<file path="src/rtl/tetris_pkg.sv">
// Shared playfield geometry and line-clear FSM encodings.
// The state encodings also drive the debug LEDs.
package tetris_pkg;

    localparam int COLS    = 10;
    localparam int ROWS    = 20;
    localparam int X_W     = 4;
    localparam int Y_W     = 5;
    localparam int TOTAL_W = 10;
    localparam int IDX_W   = 6;   // signed row index, so -1 is representable

    typedef enum logic [1:0] {
        ST_IDLE = 2'd0,
        ST_SCAN = 2'd1,
        ST_FILL = 2'd2,
        ST_DONE = 2'd3
    } clr_state_e;

endpackage

</file>
<file path="src/rtl/line_clear_ctrl.sv">
// Line-clear sequencer: walks src/dst from the bottom row upward and issues
// row-copy / row-zero strobes to the storage array.
// It also keeps the pass counter and the cumulative saturating line total.
module line_clear_ctrl
    import tetris_pkg::*;
(
    input  logic               clk,
    input  logic               rst,
    input  logic               wipe,
    input  logic               start,
    input  logic               row_full,
    output logic               idle,
    output logic               copy_en,
    output logic               zero_en,
    output logic [Y_W-1:0]     src_row,
    output logic [Y_W-1:0]     dst_row,
    output logic               busy,
    output logic               done,
    output logic [Y_W-1:0]     lines_cleared,
    output logic [TOTAL_W-1:0] total_lines
);

    clr_state_e                state_q, state_d;
    logic signed [IDX_W-1:0]   src_q, src_d;
    logic signed [IDX_W-1:0]   dst_q, dst_d;
    logic [Y_W-1:0]            cnt_q, cnt_d;
    logic                      busy_q, busy_d;
    logic                      done_q, done_d;
    logic [Y_W-1:0]            lines_q, lines_d;
    logic [TOTAL_W-1:0]        total_q, total_d;
    logic [TOTAL_W:0]          total_sum;

    // Next-state and next-output computation; wipe overrides everything.
    always_comb begin
        state_d   = state_q;
        src_d     = src_q;
        dst_d     = dst_q;
        cnt_d     = cnt_q;
        done_d    = 1'b0;
        lines_d   = lines_q;
        total_d   = total_q;
        total_sum = {1'b0, total_q} + (TOTAL_W + 1)'(cnt_q);
        case (state_q)
            ST_IDLE: begin
                if (start) begin
                    state_d = ST_SCAN;
                    src_d   = IDX_W'(ROWS - 1);
                    dst_d   = IDX_W'(ROWS - 1);
                    cnt_d   = '0;
                end
            end
            ST_SCAN: begin
                if (row_full) begin
                    cnt_d = cnt_q + Y_W'(1);
                end else begin
                    dst_d = dst_q - IDX_W'(1);
                end
                src_d = src_q - IDX_W'(1);
                if (src_q == '0) begin
                    state_d = (cnt_d != '0) ? ST_FILL : ST_DONE;
                end
            end
            ST_FILL: begin
                dst_d = dst_q - IDX_W'(1);
                if (dst_q == '0) begin
                    state_d = ST_DONE;
                end
            end
            ST_DONE: begin
                done_d  = 1'b1;
                lines_d = cnt_q;
                total_d = total_sum[TOTAL_W] ? '1 : total_sum[TOTAL_W-1:0];
                state_d = ST_IDLE;
            end
            default: state_d = ST_IDLE;
        endcase
        if (wipe) begin
            state_d = ST_IDLE;
            done_d  = 1'b0;
            lines_d = '0;
            total_d = '0;
        end
        busy_d = (state_d == ST_SCAN) || (state_d == ST_FILL);
    end

    // FSM and registered outputs.
    always_ff @(posedge clk or posedge rst) begin
        if (rst) begin
            state_q <= ST_IDLE;
            src_q   <= '0;
            dst_q   <= '0;
            cnt_q   <= '0;
            busy_q  <= 1'b0;
            done_q  <= 1'b0;
            lines_q <= '0;
            total_q <= '0;
        end else begin
            state_q <= state_d;
            src_q   <= src_d;
            dst_q   <= dst_d;
            cnt_q   <= cnt_d;
            busy_q  <= busy_d;
            done_q  <= done_d;
            lines_q <= lines_d;
            total_q <= total_d;
        end
    end

    assign idle          = (state_q == ST_IDLE);
    assign copy_en       = (state_q == ST_SCAN) && !row_full;
    assign zero_en       = (state_q == ST_FILL);
    assign src_row       = src_q[Y_W-1:0];
    assign dst_row       = dst_q[Y_W-1:0];
    assign busy          = busy_q;
    assign done          = done_q;
    assign lines_cleared = lines_q;
    assign total_lines   = total_q;

endmodule

</file>
<file path="src/rtl/board_store.sv">
// Playfield occupancy store: ROWS x COLS cell flops, two combinational read
// ports (game logic and VGA painter), a lock-write port and the line-clear
// engine. Out-of-range reads return 1 so they behave as walls.
module board_store
    import tetris_pkg::*;
(
    input  logic               CLOCK_50,
    input  logic               reset,
    input  logic [X_W-1:0]     board_rx,
    input  logic [Y_W-1:0]     board_ry,
    output logic               board_rdata,
    input  logic               board_we,
    input  logic [X_W-1:0]     board_wx,
    input  logic [Y_W-1:0]     board_wy,
    input  logic               board_wdata,
    input  logic [X_W-1:0]     vga_x,
    input  logic [Y_W-1:0]     vga_y,
    output logic               vga_cell,
    input  logic               board_wipe,
    input  logic               clear_start,
    output logic               clear_busy,
    output logic               clear_done,
    output logic [Y_W-1:0]     lines_cleared,
    output logic [TOTAL_W-1:0] total_lines
);

    logic [COLS-1:0] rows_q [ROWS];
    logic [COLS-1:0] rows_d [ROWS];
    logic            idle;
    logic            copy_en;
    logic            zero_en;
    logic            row_full;
    logic            wr_ok;
    logic [Y_W-1:0]  src_row;
    logic [Y_W-1:0]  dst_row;

    assign wr_ok    = board_we && idle &&
                      (board_wx < X_W'(COLS)) && (board_wy < Y_W'(ROWS));
    assign row_full = (src_row < Y_W'(ROWS)) && (&rows_q[src_row]);

    line_clear_ctrl u_ctrl (
        .clk           (CLOCK_50),
        .rst           (reset),
        .wipe          (board_wipe),
        .start         (clear_start),
        .row_full      (row_full),
        .idle          (idle),
        .copy_en       (copy_en),
        .zero_en       (zero_en),
        .src_row       (src_row),
        .dst_row       (dst_row),
        .busy          (clear_busy),
        .done          (clear_done),
        .lines_cleared (lines_cleared),
        .total_lines   (total_lines)
    );

    // Next board contents: lock write, compaction copy/zero, wipe last.
    always_comb begin
        rows_d = rows_q;
        if (wr_ok) begin
            rows_d[board_wy][board_wx] = board_wdata;
        end
        if (copy_en) begin
            rows_d[dst_row] = rows_q[src_row];
        end
        if (zero_en) begin
            rows_d[dst_row] = '0;
        end
        if (board_wipe) begin
            for (int unsigned i = 0; i < ROWS; i++) begin
                rows_d[i] = '0;
            end
        end
    end

    // Cell storage.
    always_ff @(posedge CLOCK_50 or posedge reset) begin
        if (reset) begin
            for (int unsigned i = 0; i < ROWS; i++) begin
                rows_q[i] <= '0;
            end
        end else begin
            for (int unsigned i = 0; i < ROWS; i++) begin
                rows_q[i] <= rows_d[i];
            end
        end
    end

    assign board_rdata = ((board_rx < X_W'(COLS)) && (board_ry < Y_W'(ROWS)))
                         ? rows_q[board_ry][board_rx] : 1'b1;
    assign vga_cell    = ((vga_x < X_W'(COLS)) && (vga_y < Y_W'(ROWS)))
                         ? rows_q[vga_y][vga_x] : 1'b1;

endmodule

</file>
<file path="config.mk">
export PLATFORM = sky130hd
export DESIGN_NAME = board_store
export DESIGN_NICKNAME = d
export VERILOG_FILES = /design/src/rtl/tetris_pkg.sv /design/src/rtl/line_clear_ctrl.sv /design/src/rtl/board_store.sv
export SDC_FILE = /design/constraint.sdc
export NUM_CORES = 1
export LEC_CHECK = 0
export BUFFER_PORTS_ARGS = -buffer_cell sky130_fd_sc_hd__buf_2
export CAP_MARGIN = 20
export CORE_UTILIZATION = 45
export CTS_BUF_LIST = sky130_fd_sc_hd__clkbuf_2
export CTS_CLUSTER_DIAMETER = 40
export DETAILED_ROUTE_END_ITERATION = 16
export PLACE_DENSITY_LB_ADDON = 0.2
export SLEW_MARGIN = 40
export SYNTH_ARGS = -nofsm -noshare
export SYNTH_HDL_FRONTEND = slang
export SYNTH_HIERARCHICAL = 1
export SYNTH_SLANG_ARGS = --single-unit
</file>
<file path="constraint.sdc">
create_clock -name CLOCK_50 -period 6.17 [get_ports CLOCK_50]
set_input_delay 0.9255 -clock CLOCK_50 [delete_from_list [all_inputs] [get_ports CLOCK_50]]
set_output_delay 0.9255 -clock CLOCK_50 [all_outputs]
set_load 0.02 [all_outputs]
</file>
==> key figures <==
Pwr
  • NetSw: around 1.5 mW
  • Logic gate share of total power: 22.7%
  • Clock share of power: a little over a third
  • P per Cell Area: roughly 190 nW/um2
  • Leakage: ~8.1 nW
  • Internal power: 2.47 mW
  • Seq pwr share: between 40% and 50%
  • Max IR drop VDD: between 0.0001 and 0.00015 V
  • Sw Share: 37.2%
  • Final Total Pwr: between 3 and 4 mW

Synth
  • Net Count, Synth: around 2000
  • #FFs+latches synth: around 240
  • Top FF cell, synth: dfrtp_1
  • Synth top area share: between 30% and 40%
  • Syn Std Cell Area: between 15000 and 20000 um2
  • Post-synthesis adder-cell area fraction: under 10%
  • Leading area contributor after synthesis: dfrtp_1
  • Mean area per synthesized cell: 10.1 um2
  • Post-synth ARST share: 100%
  • XOR/XNOR share of the synthesized area: less than 1%
  • Sequential fraction of the synthesis area: a little under a third
  • Syn. warnings: 6
  • Simple-gate share of the synthesized area: about 17%
  • Synth Area in Compound Gates: 13.5%
  • Distinct cells, synth: 75
  • EDFF count, synth: 0
  • Syn Inst Count: 1925
  • Largest family of logic cells by synthesized area: multiplexers
  • Mux contribution to synthesized area: around a third
  • Synth top area cells: dfrtp_1 30%, mux4_2 17%, mux2_2 12%, a211oi_1 7.9%, nor2_1 5.1%

Clock tree
  • Sink Count: around 240
  • TritonCTS buffer count: between 70 and 80
  • Worst-skew pair later-pin latency: between 1 and 1.5 ns
  • CTS Root Cell: clkbuf_2
  • Setup bufs post-CTS: 0
  • CTS clk-pin slew, worst paths: around 0.10 ns
  • Clock buffer depth: 3
  • H-tree levels: 3
  • TritonCTS clock tree: built

Global routing
  • First-pass GRT wire length: 112 mm
  • Initial antenna violation count: 2
  • Congestion Overflow GR: 0
  • Largest net degree at the start of global routing: 82
  • Vias in the first global route: roughly 17000
  • Gr usage total: around a third

Timing
  • Slew HR: 38.0%
  • Final setup viols: 0
  • Post-route minimum period: 4.80 ns
  • Pins over their slew limit: 0
  • Setup TNS: 0 ns
  • Tcrit/Tclk final: approximately 78%
  • Final Skew: approximately 0.12 ns
  • Max Freq: 209 MHz
  • RSZ-0062 raised after global routing: false
  • Fin. Hold Viols: 0
  • Worst slew pin tran: slightly above 0.9 ns

Floorplanning
  • Die area: approximately 44000 um2
  • # IOs: 52
  • Std-Cell Rows: 75
  • Die X: 210 um
  • Die Y: 210 um
  • Placeable Area: roughly 42000 um2
  • Initial Utilization: between 40% and 50%

Run status
  • Status: complete, no violations

Setup path
  • CP Capture Type: flop
  • Req. time, crit path: just over 7 ns
  • Reg2reg setup slack: 1.37 ns
  • CP Launch Type: flop
  • Crit-path max FO: 31
  • Worst Path Arrival: around 5.7 ns
  • Kind of critical path: flop to flop

Detailed routing
  • Initial DRC count: approximately 2300
  • Final antenna-violating net count: 0
  • WL final: between 70 and 80 mm
  • Vias: between 15000 and 20000
  • Vias/cell: 7.13
  • Drt first pass iters: 8
  • Remaining routing DRC violations: 0
  • DR WL/cell: a little under 30 um

Place
  • DP HPWL: approximately 50 mm
  • GP Congestion: just over 1
  • Port Buffers: 51
  • Cell count after placement: between 2000 and 2500

Cells and area
  • Share of cells above drive strength 1: between 30% and 40%
  • Most common cell after layout, fill and taps aside: nor2_1
  • Post-layout nets: 1923
  • Layout area overhead: 6.69%
  • Non-Filler Instances: approximately 2500
  • Commonest non-fill, non-tap cells in the layout: 259 x nor2_1, 234 x dfrtp_1, 206 x a211oi_1

Flow run
  • Max-cap viol count: 0

Worst hold path
  • Hold crit path type: input pin to flop
==> sequential cells by signal (all words and copies together) (netlist names) <==
| register | count |
|---|---|
| u_ctrl/dst_q | 6 |
| u_ctrl/src_q | 6 |
| u_ctrl/lines_cleared | 5 |
| u_ctrl/state_q | 2 |
| rows_q | 200 |
| u_ctrl/busy | 1 |
| u_ctrl/done | 1 |
| u_ctrl/total_lines | 10 |
| u_ctrl/cnt_q | 5 |
==> synth_stat cells (7+ instances only) <==
cell type and n:
a211oi_1 206, a21o_1 27, a21oi_1 22, a22oi_1 13
a31oi_1 10, and2_1 7, and3_1 9, buf_1 26
buf_2 45, buf_4 25, buf_6 8, clkbuf_1 147
dfrtp_1 236, ha_1 15, inv_1 21, mux2_2 203
mux2i_1 41, mux4_2 145, nand2_1 45, nand3_1 18
nand4_1 106, nor2_1 262, nor2b_1 14, nor3_1 23
nor3b_1 8, nor4_1 102, o21ai_0 32
==> metal layers <==
metal | track usage, % | up-vias | wire length [um]
li1 | - | 7440 | -
met1 | 45.3 | 8803 | 28800
met2 | 51.2 | 1311 | 33100
met3 | 8.43 | 254 | 8230
met4 | 18.3 | 0 | 4350
met5 | 0 | - | 0
==> worst paths after layout <==
path                                                           from                                   to  cells past startpoint
worst max-delay path                    u_ctrl/src_q[1]$_DFFE_PP0P_                rows_q[157]$_DFF_PP0_                     12
worst min-delay path                                    clear_start          u_ctrl/state_q[1]$_DFF_PP0_                      4
worst max register to register          u_ctrl/src_q[1]$_DFFE_PP0P_                rows_q[157]$_DFF_PP0_                     12
worst min register to register  u_ctrl/lines_cleared[0]$_DFFE_PP0P_  u_ctrl/lines_cleared[0]$_DFFE_PP0P_                      2
max in group asynchronous                                     reset                rows_q[191]$_DFF_PP0_                      6
min in group asynchronous                                     reset    u_ctrl/total_lines[1]$_DFFE_PP0P_                      4
==> timing repair <==
| item | in CTS | in global routing |
|---|---|---|
| gates resized for setup | 0 | 0 |
| endpoints found under the setup margin | 0 | 0 |
| hold endpoints to repair | 37 | 0 |
| hold buffers | 1 | 0 |
==> area by class of cell <==
cell class	count	area (um2)
clock inverters	18	185
clock buffers	101	505
inverters	22	86.3
repair buffers	124	940
fillers	3927	21600
diodes	4	10.0
flip-flops and latches	236	5910
well taps	577	722
multi-input cells	1416	12400
==> power by group through the flow <==
stage / Clock [mW] / Sequential [mW] / Combinational, mW
3_5_place_dp: 0 / 1.69 / 0.862
4_1_cts: 1.39 / 1.66 / 0.865
6_report: 1.37 / 1.67 / 0.891
2_1_floorplan: 0 / 1.63 / 0.635
3_3_place_gp: 0 / 1.71 / 0.821
5_1_grt: 1.47 / 1.67 / 0.929
==> through the flow <==
stage | hold slack [ns] | worst slack [ns] | util (%) | cell area, um2
final | 0.247 | 1.37 | 49.1 | 20800
after global routing | 0.159 | 1.13 | 49.1 | 20800
after CTS | 0.159 | 1.49 | 49.0 | 20700
after global placement | 0.501 | 1.18 | 46.9 | 19800
after floorplan | 0.502 | 2.34 | - | 19500
after detailed placement | 0.516 | 1.50 | 47.3 | 20000
==> cell families after synthesis <==
logic type | Yosys count
adder cells (fa/ha/maj) | 16
flip-flops | 236
buffers and inverters | 273
AND/OR/NAND/NOR | 633
XOR/XNOR | 5
multiplexers | 402
AO/OA/AOI/OAI | 360
==> critical path, cell delays in order, from the launching register on <==
cell and delay (ns):
dfrtp_2 0.95, buf_4 0.36, mux4_2 0.32, mux4_2 0.50, a22oi_1 0.27, or4_1 0.19
nor4_2 0.04, buf_4 0.20, nor2b_1 0.24, or3b_2 0.54, nor2_2 0.68, nor2_1 0.12
a211oi_1 0.27
No activity file was read; power rests on OpenSTA's default activity.
